--- config.mk ---
export PLATFORM = sky130hd
export DESIGN_NAME = th_feed
export DESIGN_NICKNAME = d
export VERILOG_FILES = /design/src/rtl/th_feed.sv
export SDC_FILE = /design/constraint.sdc
export NUM_CORES = 1
export LEC_CHECK = 0
export BUFFER_PORTS_ARGS = -buffer_cell sky130_fd_sc_hd__buf_2
export CORE_MARGIN = 10
export CORE_UTILIZATION = 45
export CTS_CLUSTER_DIAMETER = 100
export DETAILED_ROUTE_END_ITERATION = 8
export SLEW_MARGIN = 30
export SYNTH_ARGS = -nofsm -noshare
export SYNTH_HDL_FRONTEND = slang
export SYNTH_SLANG_ARGS = --single-unit
export TNS_END_PERCENT = 5
--- constraint.sdc ---
create_clock -name clk -period 5.02 [get_ports clk]
set_input_delay 0.251 -clock clk [delete_from_list [all_inputs] [get_ports clk]]
set_output_delay 0.251 -clock clk [all_outputs]
set_load 0.02 [all_outputs]
--- src/rtl/th_feed.sv ---
// th_feed: nibble-serial loader that feeds queued samples and threshold updates to the filter's 4-bit load port.
// Optional macro TH_FEED_DROP_LOW_EN discards samples at or below the most recently sent threshold.
module th_feed #(
    parameter int DEPTH = 4,
    parameter int CNTW  = 8
) (
    input  logic            clk,
    input  logic            rst,
    input  logic            s_valid,
    input  logic [7:0]      s_data,
    output logic            s_ready,
    input  logic            th_wr,
    input  logic [7:0]      th_val,
    output logic [3:0]      nib,
    output logic            sel_th,
    output logic            sel_hi,
    output logic            busy,
`ifdef TH_FEED_DROP_LOW_EN
    output logic [7:0]      drop_cnt,
`endif
    output logic [CNTW-1:0] sent_cnt
);
    localparam int PW = $clog2(DEPTH);
    localparam int CW = PW + 1;

    typedef enum logic [1:0] {IDLE, LO, HI} state_t;

    state_t          state_q, state_d;
    logic [3:0]      nib_q, nib_d;
    logic            sel_th_q, sel_th_d;
    logic            sel_hi_q, sel_hi_d;
    logic [CNTW-1:0] sent_cnt_q, sent_cnt_d;
    logic [7:0]      word_q, word_d;
    logic [7:0]      th_buf_q, th_buf_d;
    logic            th_pend_q, th_pend_d;
    logic [PW-1:0]   wr_ptr_q, wr_ptr_d;
    logic [PW-1:0]   rd_ptr_q, rd_ptr_d;
    logic [CW-1:0]   count_q, count_d;
    logic [7:0]      mem [DEPTH];
    logic [7:0]      head;
    logic            push;
    logic            pop;
    logic            drop_head;
`ifdef TH_FEED_DROP_LOW_EN
    logic [7:0]      th_cur_q, th_cur_d;
    logic [7:0]      drop_cnt_q, drop_cnt_d;
`endif

    assign s_ready  = ~rst & (count_q < CW'(DEPTH));
    assign push     = s_valid & s_ready;
    assign head     = mem[rd_ptr_q];
    assign nib      = nib_q;
    assign sel_th   = sel_th_q;
    assign sel_hi   = sel_hi_q;
    assign sent_cnt = sent_cnt_q;
    assign busy     = (state_q != IDLE) | (count_q != '0) | th_pend_q;

`ifdef TH_FEED_DROP_LOW_EN
    assign drop_head = (head <= th_cur_q);
    assign drop_cnt  = drop_cnt_q;
`else
    assign drop_head = 1'b0;
`endif

    // IDLE and HI are both word boundaries; a pending threshold wins over queued samples there.
    always_comb begin
        state_d    = state_q;
        nib_d      = nib_q;
        sel_th_d   = sel_th_q;
        sel_hi_d   = sel_hi_q;
        sent_cnt_d = sent_cnt_q;
        word_d     = word_q;
        th_buf_d   = th_buf_q;
        th_pend_d  = th_pend_q;
        pop        = 1'b0;
`ifdef TH_FEED_DROP_LOW_EN
        th_cur_d   = th_cur_q;
        drop_cnt_d = drop_cnt_q;
`endif
        case (state_q)
            LO: begin
                state_d  = HI;
                sel_hi_d = 1'b1;
                nib_d    = word_q[7:4];
                if (!sel_th_q) begin
                    sent_cnt_d = sent_cnt_q + 1'b1;
                end
            end
            default: begin
                if (th_pend_q) begin
                    state_d   = LO;
                    word_d    = th_buf_q;
                    nib_d     = th_buf_q[3:0];
                    sel_th_d  = 1'b1;
                    sel_hi_d  = 1'b0;
                    th_pend_d = 1'b0;
`ifdef TH_FEED_DROP_LOW_EN
                    th_cur_d  = th_buf_q;
`endif
                end else if (count_q != '0) begin
                    pop = 1'b1;
                    if (drop_head) begin
                        state_d = IDLE;
`ifdef TH_FEED_DROP_LOW_EN
                        drop_cnt_d = drop_cnt_q + 1'b1;
`endif
                    end else begin
                        state_d  = LO;
                        word_d   = head;
                        nib_d    = head[3:0];
                        sel_th_d = 1'b0;
                        sel_hi_d = 1'b0;
                    end
                end else begin
                    state_d = IDLE;
                end
            end
        endcase
        // A strobe on the consuming edge re-arms the pending flag with the new value.
        if (th_wr) begin
            th_buf_d  = th_val;
            th_pend_d = 1'b1;
        end
    end

    always_comb begin
        wr_ptr_d = push ? wr_ptr_q + 1'b1 : wr_ptr_q;
        rd_ptr_d = pop  ? rd_ptr_q + 1'b1 : rd_ptr_q;
        case ({push, pop})
            2'b10:   count_d = count_q + 1'b1;
            2'b01:   count_d = count_q - 1'b1;
            default: count_d = count_q;
        endcase
    end

    always_ff @(posedge clk) begin
        if (push) begin
            mem[wr_ptr_q] <= s_data;
        end
    end

    always_ff @(posedge clk or posedge rst) begin
        if (rst) begin
            state_q    <= IDLE;
            nib_q      <= '0;
            sel_th_q   <= 1'b0;
            sel_hi_q   <= 1'b0;
            sent_cnt_q <= '0;
            word_q     <= '0;
            th_buf_q   <= '0;
            th_pend_q  <= 1'b0;
            wr_ptr_q   <= '0;
            rd_ptr_q   <= '0;
            count_q    <= '0;
`ifdef TH_FEED_DROP_LOW_EN
            th_cur_q   <= '0;
            drop_cnt_q <= '0;
`endif
        end else begin
            state_q    <= state_d;
            nib_q      <= nib_d;
            sel_th_q   <= sel_th_d;
            sel_hi_q   <= sel_hi_d;
            sent_cnt_q <= sent_cnt_d;
            word_q     <= word_d;
            th_buf_q   <= th_buf_d;
            th_pend_q  <= th_pend_d;
            wr_ptr_q   <= wr_ptr_d;
            rd_ptr_q   <= rd_ptr_d;
            count_q    <= count_d;
`ifdef TH_FEED_DROP_LOW_EN
            th_cur_q   <= th_cur_d;
            drop_cnt_q <= drop_cnt_d;
`endif
        end
    end

endmodule
==> results.md <==
- Status: finished clean
- Max-Cap Viols: 0
- Slowest cell on the critical path: dfrtp_1
- Max Slew Vio Count: 0
- HP Class: in2async
- Reg-to-reg slack, setup: approximately 2800 ps
- Core ar.: approximately 6300 sq um
- Final setup TNS: 0 ps
- Grt total ovfl: 0
- CTS tree: yes
- # diodes: 0
- VDD IR max: 0.2968 mV
- Largest family of logic cells by synthesized area: multiplexers
- Worst Setup End Kind: flop
- Final hold vios: 0
- Routed wire length: around 5200 um
- Worst slew margin: 0.5031
- Worst Setup Start Kind: flop
- Synth Area in Compound Gates: 0.02841
- Simple-Gate Fraction of Synth Area: 0.1102
- Die Footprint: between 10000 and 15000 sq um
- Total CTS buffers: 9
- Avg Inst Size Synth: roughly 16 sq um
- Fill cells: 547
- GRT Util Overall: 0.1147
- Syn Inst Count: ~190
- Final Power: approximately 1600 uW
- Critical path peak fanout: 21
- Most Frequent Cell on Critical Path: xor2_1
- Pleak: 0.001357 uW
- Yosys warns: 0
- Mux contribution to synthesized area: 0.1231
- Antenna violations before repair: 0
- Site Rows: 29
- XOR/XNOR Fraction of Synth Area: 0.03917
- Avg Vias per Cell: roughly 5.2
- Initial Util: 0.4604
- Post-CTS Resized: 0
- Critical Path RT: 5300 ps
- Clk Latency, worst-skew pair: 350 ps
- Iter 0 DRT Violations: 43
- Share of post-route cells with drive strength above 1: 0.3103
- Yosys reg bits: between 60 and 70
- Flop pwr share: 0.486
- Max Fclk: approximately 0.44 GHz
- Clock tree root driver cell: clkbuf_8
- RSZ-0062 raised after global routing: false
- Combinational share of power: 0.231
- R2R cell count: 7
- Dpl hpwl: between 3000 and 4000 um
- Clk slew on worst S/H paths: around 80 ps
- Worst Skew: 6.720 ps
- Input/output buffers: 35
- Via count: about 1600
- Commonest non-fill, non-tap cell in the layout: dfrtp_1
- P&R area growth vs syn: 15.32%
- Antenna Nets Post-Route: 0
- Gpl congestion: between 0.8 and 0.9
- Setup bufs post-CTS: 0
- Number of cells on the critical path: 7
- Final setup violation count: 0
- First-pass GRT wire length: ~9000 um
- Worst slew pin tran: 745.3 ps
- Mapped cell area: a little under 3000 sq um
- PwrDens: approximately 500 nW/um^2
- Crit path DAT: 2530 ps
- Top Family by Delay on Critical Path: flip-flops
- Sequential area share after synthesis: 0.6406
- Post-layout min period: 2256 ps
- Post-synthesis adder-cell area fraction: 0.03272
- Final core occ: 0.5309
- Critical path's largest stage delay: 660 ps
- Yosys cell types: 38
- Buf/Inv on CP: 1
- Die width: between 100 and 150 um
- I/O pin count: 36
- Vias in the first global route: 1725
- # H-tree levels: 3
- Post-Syn Nets: between 200 and 250
- Hold Buf Count CTS: 0
- DR pass1 iterations: 6
- Critical path, cell by cell: nor3_4, ha_1, inv_1, fa_1, xor2_1, nor2_1, xor2_1
- Largest net degree at the start of global routing: 37
- Vert. Die Dim: 100.4 um
- Sw frac: 0.3241
- Drc violations: 0
- Class of the most critical setup path: reg2reg
- WL/cell: roughly 17 um
- Period Utilization, post-route: 0.4494
- Nets: 254
- Max Root-Sink Buffers: 2
- P_int: around 1100 uW
- Switching Power: approximately 530 uW
- Clock sink count: between 60 and 70
- Most frequent cells in the layout: dfrtp_1 (36), buf_2 (35), edfxtp_1 (32), clkbuf_8 (10)
- Clock power frac: 0.283
stage by stage:
stage	instance area, sq um	setup WS (ps)	hold WS [ps]	cells
CTS	3352	2739	16.46	309
global route	3352	2536	62.29	309
floorplan	2907	2989	349.9	187
detailed placement	3143	2756	403.6	293
global placement	3143	2830	397.3	293
finish	3352	2764	10.58	309
cell usage after synthesis (all sizes together):
library cell	count	area, sq um
nand2	7	26.28
and3	5	31.28
xnor2	5	43.79
o21ai	1	5.000
o2bb2ai	4	35.03
mux2i	5	50.05
nand2b	5	38.78
nor4b	1	15.01
and2	1	6.260
nor2	8	30.03
mux4	8	195.2
nand3	1	5.000
mux2	10	112.6
a221oi	4	35.03
inv	8	32.54
edfxtp	32	960.9
nor3b	1	12.51
ha	6	75.07
a21o	1	7.510
fa	1	20.02
xor2	8	70.07
dfrtp	36	900.9
clkbuf	2	8.750
or3	1	6.260
nor3	11	71.32
nand4	3	18.77
buf	5	33.78
nor4	7	58.81
area by class of cell:
class,count,area [sq um],area share
Clock buffer,10,137.6,0.04106
Inverter,8,32.53,0.009705
Timing Repair Buffer,36,182.7,0.05450
Tap cell,77,96.34,0.02874
Multi-Input combinational cell,104,969.7,0.2893
Sequential cell,68,1862,0.5554
Clock inverter,6,71.32,0.02128
sequential cells by signal, summed over array words and instances (netlist names):
signal	count
count_q	3
mem	32
nib	4
rd_ptr_q	2
sel_hi	1
sel_th	1
sent_cnt	8
state_q	2
th_buf_q	8
th_pend_q	1
word_q	4
wr_ptr_q	2
cell families (layout without fill, tap and decap cells):
family	count (synthesis)	after routing
AO/OA/AOI/OAI	10	10
flip-flops	68	68
AND/OR/NAND/NOR	51	51
adder cells (fa/ha/maj)	7	7
XOR/XNOR	13	13
multiplexers	23	23
buffers and inverters	15	60
power groups by stage:
stage / clock (uW) / sequential (uW) / combinational, uW
2_1_floorplan: 0 / 796 / 280
3_3_place_gp: 0 / 809 / 378
3_5_place_dp: 0 / 811 / 385
4_1_cts: 480 / 800 / 388
5_1_grt: 507 / 818 / 426
6_report: 464 / 797 / 378
final timing paths:
kind / end / from
max in group asynchronous: sent_cnt[4] / rst
min: wr_ptr_q[1] / rst
max reg2reg: count_q[2] / th_pend_q
min reg2reg: sel_hi / sel_hi
max: count_q[2] / th_pend_q
min in group clk: mem[3][6] / s_data[6]
worst min-delay path, stage by stage:
cell and delay (ps):
buf_2 110, inv_1 40, buf_4 400
metal layers:
layer	track usage	vias to the layer above	wire (um)
li1	-	782	-
met1	0.1510	783	2462
met2	0.1617	45	2304
met3	0.04808	11	314
met4	0.04891	0	99
met5	0	-	0
Note: power is estimated with default switching activity, not from simulation.
